--- config.mk ---
export PLATFORM = sky130hd
export DESIGN_NAME = scan_step_ctrl
export DESIGN_NICKNAME = d
export VERILOG_FILES = /design/src/rtl/scan_step_ctrl.sv
export SDC_FILE = /design/constraint.sdc
export NUM_CORES = 1
export LEC_CHECK = 0
export ABC_AREA = 1
export BUFFER_PORTS_ARGS = -buffer_cell sky130_fd_sc_hd__buf_2
export CORE_ASPECT_RATIO = 0.5
export CORE_MARGIN = 1.5
export CORE_UTILIZATION = 62
export CTS_CLUSTER_SIZE = 14
export DETAILED_ROUTE_END_ITERATION = 8
export PLACE_DENSITY = 0.89
export SLEW_MARGIN = 20
export SYNTH_ARGS = -nofsm -noshare
export SYNTH_HDL_FRONTEND = slang
export SYNTH_SLANG_ARGS = --single-unit
--- constraint.sdc ---
create_clock -name CLKA -period 2.79 [get_ports CLKA]
set_input_delay 0.558 -clock CLKA [delete_from_list [all_inputs] [get_ports CLKA]]
set_output_delay 0.558 -clock CLKA [all_outputs]
set_load 0.05 [all_outputs]
--- src/rtl/scan_step_ctrl.sv ---
// Frequency-scan sequencer: walks the DDS tuning word through an equally spaced list,
// handshakes each point with the DDS loader, then settles and dwells with the acquisition switch open.
module scan_step_ctrl #(
    parameter int unsigned FTW_W = 32,
    parameter int unsigned CNT_W = 16
) (
    input  logic             CLKA,
    input  logic             NSYSRESET,
    input  logic             cfg_we,
    input  logic [2:0]       cfg_addr,
    input  logic [15:0]      cfg_data,
    input  logic             dds_done,
    output logic [FTW_W-1:0] ftw,
    output logic             dds_load,
    output logic             sw_acq,
    output logic             scanover,
    output logic             busy,
    output logic [CNT_W-1:0] point_idx
);

    localparam logic [2:0] ADDR_START_LO = 3'd0;
    localparam logic [2:0] ADDR_START_HI = 3'd1;
    localparam logic [2:0] ADDR_STEP_LO  = 3'd2;
    localparam logic [2:0] ADDR_STEP_HI  = 3'd3;
    localparam logic [2:0] ADDR_NPOINTS  = 3'd4;
    localparam logic [2:0] ADDR_SETTLE   = 3'd5;
    localparam logic [2:0] ADDR_DWELL    = 3'd6;
    localparam logic [2:0] ADDR_CTRL     = 3'd7;

    typedef enum logic [2:0] {
        S_IDLE     = 3'd0,
        S_LOAD     = 3'd1,
        S_WAIT_DDS = 3'd2,
        S_SETTLE   = 3'd3,
        S_ACQ      = 3'd4,
        S_NEXT     = 3'd5,
        S_DONE     = 3'd6
    } state_t;

    // programmable registers
    logic [15:0]      r_start_lo;
    logic [15:0]      r_start_hi;
    logic [15:0]      r_step_lo;
    logic [15:0]      r_step_hi;
    logic [CNT_W-1:0] r_npoints;
    logic [CNT_W-1:0] r_settle;
    logic [CNT_W-1:0] r_dwell;

    // working copies captured at start
    logic [FTW_W-1:0] r_step_l;
    logic [CNT_W-1:0] r_np_l;
    logic [CNT_W-1:0] r_settle_l;
    logic [CNT_W-1:0] r_dwell_l;

    state_t           r_state;
    logic [CNT_W-1:0] r_cnt;
    logic [CNT_W-1:0] r_idx;
    logic [FTW_W-1:0] r_ftw;
    logic             r_dds_load;
    logic             r_sw_acq;
    logic             r_scanover;
    logic             r_busy;

    state_t           w_state_nxt;
    logic [CNT_W-1:0] w_cnt_nxt;
    logic [CNT_W-1:0] w_idx_nxt;
    logic [FTW_W-1:0] w_ftw_nxt;
    logic             w_scanover_nxt;
    logic             w_latch;
    logic             w_ctrl_we;
    logic             w_start;
    logic             w_abort;
    logic [FTW_W-1:0] w_start_val;
    logic [FTW_W-1:0] w_step_val;
    logic [CNT_W-1:0] w_settle_eff;
    logic [CNT_W-1:0] w_dwell_eff;

    assign w_ctrl_we    = cfg_we && (cfg_addr == ADDR_CTRL);
    assign w_start      = w_ctrl_we && cfg_data[0];
    assign w_abort      = w_ctrl_we && cfg_data[1];
    assign w_start_val  = FTW_W'({r_start_hi, r_start_lo});
    assign w_step_val   = FTW_W'({r_step_hi, r_step_lo});
    assign w_settle_eff = (r_settle_l == '0) ? CNT_W'(1) : r_settle_l;
    assign w_dwell_eff  = (r_dwell_l == '0) ? CNT_W'(1) : r_dwell_l;

    // register file; ctrl is a strobe and is not stored
    always_ff @(posedge CLKA or negedge NSYSRESET) begin
        if (!NSYSRESET) begin
            r_start_lo <= '0;
            r_start_hi <= '0;
            r_step_lo  <= '0;
            r_step_hi  <= '0;
            r_npoints  <= '0;
            r_settle   <= '0;
            r_dwell    <= '0;
        end else if (cfg_we) begin
            case (cfg_addr)
                ADDR_START_LO: r_start_lo <= cfg_data;
                ADDR_START_HI: r_start_hi <= cfg_data;
                ADDR_STEP_LO:  r_step_lo  <= cfg_data;
                ADDR_STEP_HI:  r_step_hi  <= cfg_data;
                ADDR_NPOINTS:  r_npoints  <= CNT_W'(cfg_data);
                ADDR_SETTLE:   r_settle   <= CNT_W'(cfg_data);
                ADDR_DWELL:    r_dwell    <= CNT_W'(cfg_data);
                default: ;
            endcase
        end
    end

    // next-state and datapath updates; abort overrides everything
    always_comb begin
        w_state_nxt    = r_state;
        w_cnt_nxt      = r_cnt;
        w_idx_nxt      = r_idx;
        w_ftw_nxt      = r_ftw;
        w_scanover_nxt = r_scanover;
        w_latch        = 1'b0;
        if (w_abort) begin
            w_state_nxt    = S_IDLE;
            w_scanover_nxt = 1'b0;
        end else begin
            case (r_state)
                S_IDLE, S_DONE: begin
                    if (w_start) begin
                        if (r_npoints != '0) begin
                            w_latch        = 1'b1;
                            w_state_nxt    = S_LOAD;
                            w_ftw_nxt      = w_start_val;
                            w_idx_nxt      = '0;
                            w_scanover_nxt = 1'b0;
                        end else begin
                            w_scanover_nxt = 1'b1;
                        end
                    end
                end
                S_LOAD: w_state_nxt = S_WAIT_DDS;
                S_WAIT_DDS: begin
                    if (dds_done) begin
                        w_state_nxt = S_SETTLE;
                        w_cnt_nxt   = CNT_W'(w_settle_eff - CNT_W'(1));
                    end
                end
                S_SETTLE: begin
                    if (r_cnt == '0) begin
                        w_state_nxt = S_ACQ;
                        w_cnt_nxt   = CNT_W'(w_dwell_eff - CNT_W'(1));
                    end else begin
                        w_cnt_nxt = CNT_W'(r_cnt - CNT_W'(1));
                    end
                end
                S_ACQ: begin
                    if (r_cnt == '0) begin
                        w_state_nxt = S_NEXT;
                    end else begin
                        w_cnt_nxt = CNT_W'(r_cnt - CNT_W'(1));
                    end
                end
                S_NEXT: begin
                    if (CNT_W'(r_idx + CNT_W'(1)) == r_np_l) begin
                        w_state_nxt    = S_DONE;
                        w_scanover_nxt = 1'b1;
                    end else begin
                        w_state_nxt = S_LOAD;
                        w_idx_nxt   = CNT_W'(r_idx + CNT_W'(1));
                        w_ftw_nxt   = FTW_W'(r_ftw + r_step_l);
                    end
                end
                default: w_state_nxt = S_IDLE;
            endcase
        end
    end

    // state, working copies and registered outputs decoded from the next state
    always_ff @(posedge CLKA or negedge NSYSRESET) begin
        if (!NSYSRESET) begin
            r_state    <= S_IDLE;
            r_cnt      <= '0;
            r_idx      <= '0;
            r_ftw      <= '0;
            r_scanover <= 1'b0;
            r_dds_load <= 1'b0;
            r_sw_acq   <= 1'b0;
            r_busy     <= 1'b0;
            r_step_l   <= '0;
            r_np_l     <= '0;
            r_settle_l <= '0;
            r_dwell_l  <= '0;
        end else begin
            r_state    <= w_state_nxt;
            r_cnt      <= w_cnt_nxt;
            r_idx      <= w_idx_nxt;
            r_ftw      <= w_ftw_nxt;
            r_scanover <= w_scanover_nxt;
            r_dds_load <= (w_state_nxt == S_LOAD);
            r_sw_acq   <= (w_state_nxt == S_ACQ);
            r_busy     <= (w_state_nxt != S_IDLE) && (w_state_nxt != S_DONE);
            if (w_latch) begin
                r_step_l   <= w_step_val;
                r_np_l     <= r_npoints;
                r_settle_l <= r_settle;
                r_dwell_l  <= r_dwell;
            end
        end
    end

    assign ftw       = r_ftw;
    assign dds_load  = r_dds_load;
    assign sw_acq    = r_sw_acq;
    assign scanover  = r_scanover;
    assign busy      = r_busy;
    assign point_idx = r_idx;

endmodule

==> out/results.tsv <==
stage	metric	value	unit
power_and_ir_drop	p_sw	6.47	mW
synthesis	ys_async_sr_fraction	100	%
clock_network	insertion_delay	540	ps
cells_and_area	layout_commonest_cell	nand2_1	
timing	fin_crit_sh	91.2	%
timing	hold_viol_final	0	
power_and_ir_drop	pwr-share-seq	38.4	%
grt	antenna_found_initial	1	
drt	via_count	13200	
critical_path	crit_fanout	4	
timing	maxSlewViolCount	0	
timing	fin_ws	245	ps
clock_network	cts_buffers	24	
clock_network	clock-sinks	263	
clock_network	htreeDepth	1	
synthesis	synth-main-ff-cell	dfrtp_1	
synthesis	ys_warn_count	0	
clock_network	cts_root_buf	clkbuf_16	
timing	worst_pin_slew	930	ps
clock_network	cts_tree	built	
grt	grt_usage	35.0	%
power_and_ir_drop	internal_power	8.77	mW
critical_path	reg2reg_slack	240	ps
die	io_pins	75	
critical_path	critPathLaunchType	flop	
die	rows	39	
placed_design	io_buffers	74	
power_and_ir_drop	sw_frac_of_total	42.5	%
timing	fmax	393	MHz
placed_design	place.detailed.hpwl	29000	um
drt	antenna_left	0	
die	die_h	110	um
clock_network	path_clk_slew	70	ps
critical_path	criticalPathCategory	reg -> reg	
synthesis	syn-cell-area	0.0143	mm2
drt	drt-initial-drc-count	1643	
timing	fin_skew	17.7	ps
cells_and_area	fin_area	0.0159	mm2
timing	maxSlewHeadroom	37.8	%
synthesis	syn_inst	1812	
cells_and_area	layout.nets	1955	
grt	grt_pass1_wl	65100	um
cells_and_area	final_cell_mix	nand2_1, dfrtp_1, o21ai_0	
placed_design	gp_congestion	1.02	
min_path	hold_path_class	in -> reg	
drt	drcViolationCount	0	
power_and_ir_drop	clockPowerShare	22.4	%
grt	grt_pass1_vias	12400	
die	die_w	218	um
critical_path	critPathArrivalTime	3020	ps
timing	rsz0062_at_grt	false	
run	max_cap_violations	0	
cells_and_area	areaGrowthSynthToFinish	11.6	%
grt	grt_max_degree	73	
critical_path	crit_path_end_kind	flop	
clock_network	ctsLongestPathBuffers	3	
placed_design	postPlaceCellArea	0.0151	mm2
die	start_util	62.9	%
power_and_ir_drop	power_frac_comb	39.2	%
drt	detail_route.wl_per_cell	18.9	um
cells_and_area	drive_gt1_share	12.5	%
synthesis	ys_seq_area_share	46.1	%
drt	first_pass_iters	8	
die	dieArea	0.0240	mm2
drt	drt_wl_total	41800	um
critical_path	crit_required	3270	ps
synthesis	yosys_register_bits	263	
timing	fin_tns_setup	0	ps
power_and_ir_drop	power_density	956	mW/mm2
power_and_ir_drop	power.leakage	8.08	nW
cells_and_area	fillCellCount	1660	
synthesis	ys_types	47	
synthesis	avgSynthCellArea	7.88	um2
status	outcome	finished, final reports clean	
die	core_area	0.0227	mm2
timing	setup_viol	0	
grt	gr-total-overflow	0	
cells_and_area	final_core_util	70.2	%
power_and_ir_drop	ir_worst_vdd	0.000536	V
drt	vias_per_cell	5.98	
synthesis	syn_nets	1871	
clock_network	post_cts.repair.setup_buffers	0	
cells_and_area	diodes	0	
synthesis	synth_edf_count	0	
timing	period_needed	2550	ps
placed_design	preCtsSetupSlack	127	ps
## worst max-delay path, stage by stage (launching register included)
cell and delay (ps):
dfrtp_1 420, ha_1 370, inv_1 110, o21ai_0 130, a21oi_1 240, a21boi_0 290, nand3_1 190, xnor2_1 160
o21ai_0 430, nand2_2 80, nand2_1 60
## kinds of logic after synthesis
group | after synthesis | share of synthesized area (%)
compound gates | 324 | 12.0
xor+xnor | 38 | 2.43
fa+ha+maj | 36 | 3.21
buf+inv | 238 | 6.78
flops | 263 | 46.1
mux | 47 | 3.71
simple gates | 866 | 25.8
## metrics by stage
step	hold WS, ps	power [mW]	std cells
finish	450	15.2	2214
global route	483	16.0	2214
CTS	439	15.0	2214
detailed placement	470	11.6	2176
global placement	463	11.3	2176
floorplan	262	9.86	1812
## cell usage after synthesis (all sizes together), types with 6 or more instances
master | n | area [um2]
clkbuf | 32 | 120
dfrtp | 263 | 6580
xor2 | 29 | 254
nand3b | 9 | 67.6
mux2 | 47 | 529
nand4 | 30 | 188
ha | 35 | 438
nand3 | 100 | 518
nor2 | 176 | 718
a21oi | 85 | 425
o22ai | 7 | 43.8
buf | 23 | 161
xnor2 | 8 | 70.1
o211ai | 6 | 45.0
nand2 | 520 | 2010
nor3 | 18 | 100
inv | 180 | 676
o21ai | 197 | 986
o21bai | 7 | 52.6
## cell type report
| class | count | area [um2] | area share, % |
|---|---|---|---|
| Clock inverter | 5 | 105 | 0.660 |
| Sequential cell | 263 | 6580 | 41.3 |
| Timing Repair Buffer | 113 | 758 | 4.76 |
| Inverter | 183 | 687 | 4.31 |
| Clock buffer | 32 | 672 | 4.22 |
| Multi-Input combinational cell | 1311 | 6750 | 42.3 |
| Tap cell | 307 | 384 | 2.41 |
## metal layers
metal	global-route usage, %	vias to the layer above	part of all wire [%]
li1	-	6077	-
met1	49.4	6283	42
met2	53.2	717	43
met3	6.56	151	9.8
met4	16.0	2	4.5
met5	0	-	0.029
## final timing paths
| kind | from | to | cells after the start |
|---|---|---|---|
| max in group asynchronous | NSYSRESET | r_step_lo[3] | 3 |
| worst max register to register | ftw[16] | ftw[19] | 10 |
| worst min-delay path | cfg_data[15] | r_npoints[15] | 3 |
| worst min register to register | r_step_hi[6] | r_step_hi[6] | 2 |
| worst max-delay path | ftw[16] | ftw[19] | 10 |
| min in group asynchronous | NSYSRESET | r_settle_l[11] | 2 |
## timing repair
action                                  in CTS  in global routing
resized for setup                            0                  4
hold buffers                                 1                  0
endpoints found under the setup margin       0                 35
hold endpoints to repair                    54                  0
## power by group through the flow
stage / sequential, mW / clock (mW) / combinational (mW)
floorplan: 6.17 / 0 / 3.69
global placement: 5.77 / 0 / 5.55
detailed placement: 5.81 / 0 / 5.74
CTS: 5.78 / 3.40 / 5.83
global route: 5.93 / 3.56 / 6.54
finish: 5.85 / 3.42 / 5.97
Power figures use the tool's default switching activity.
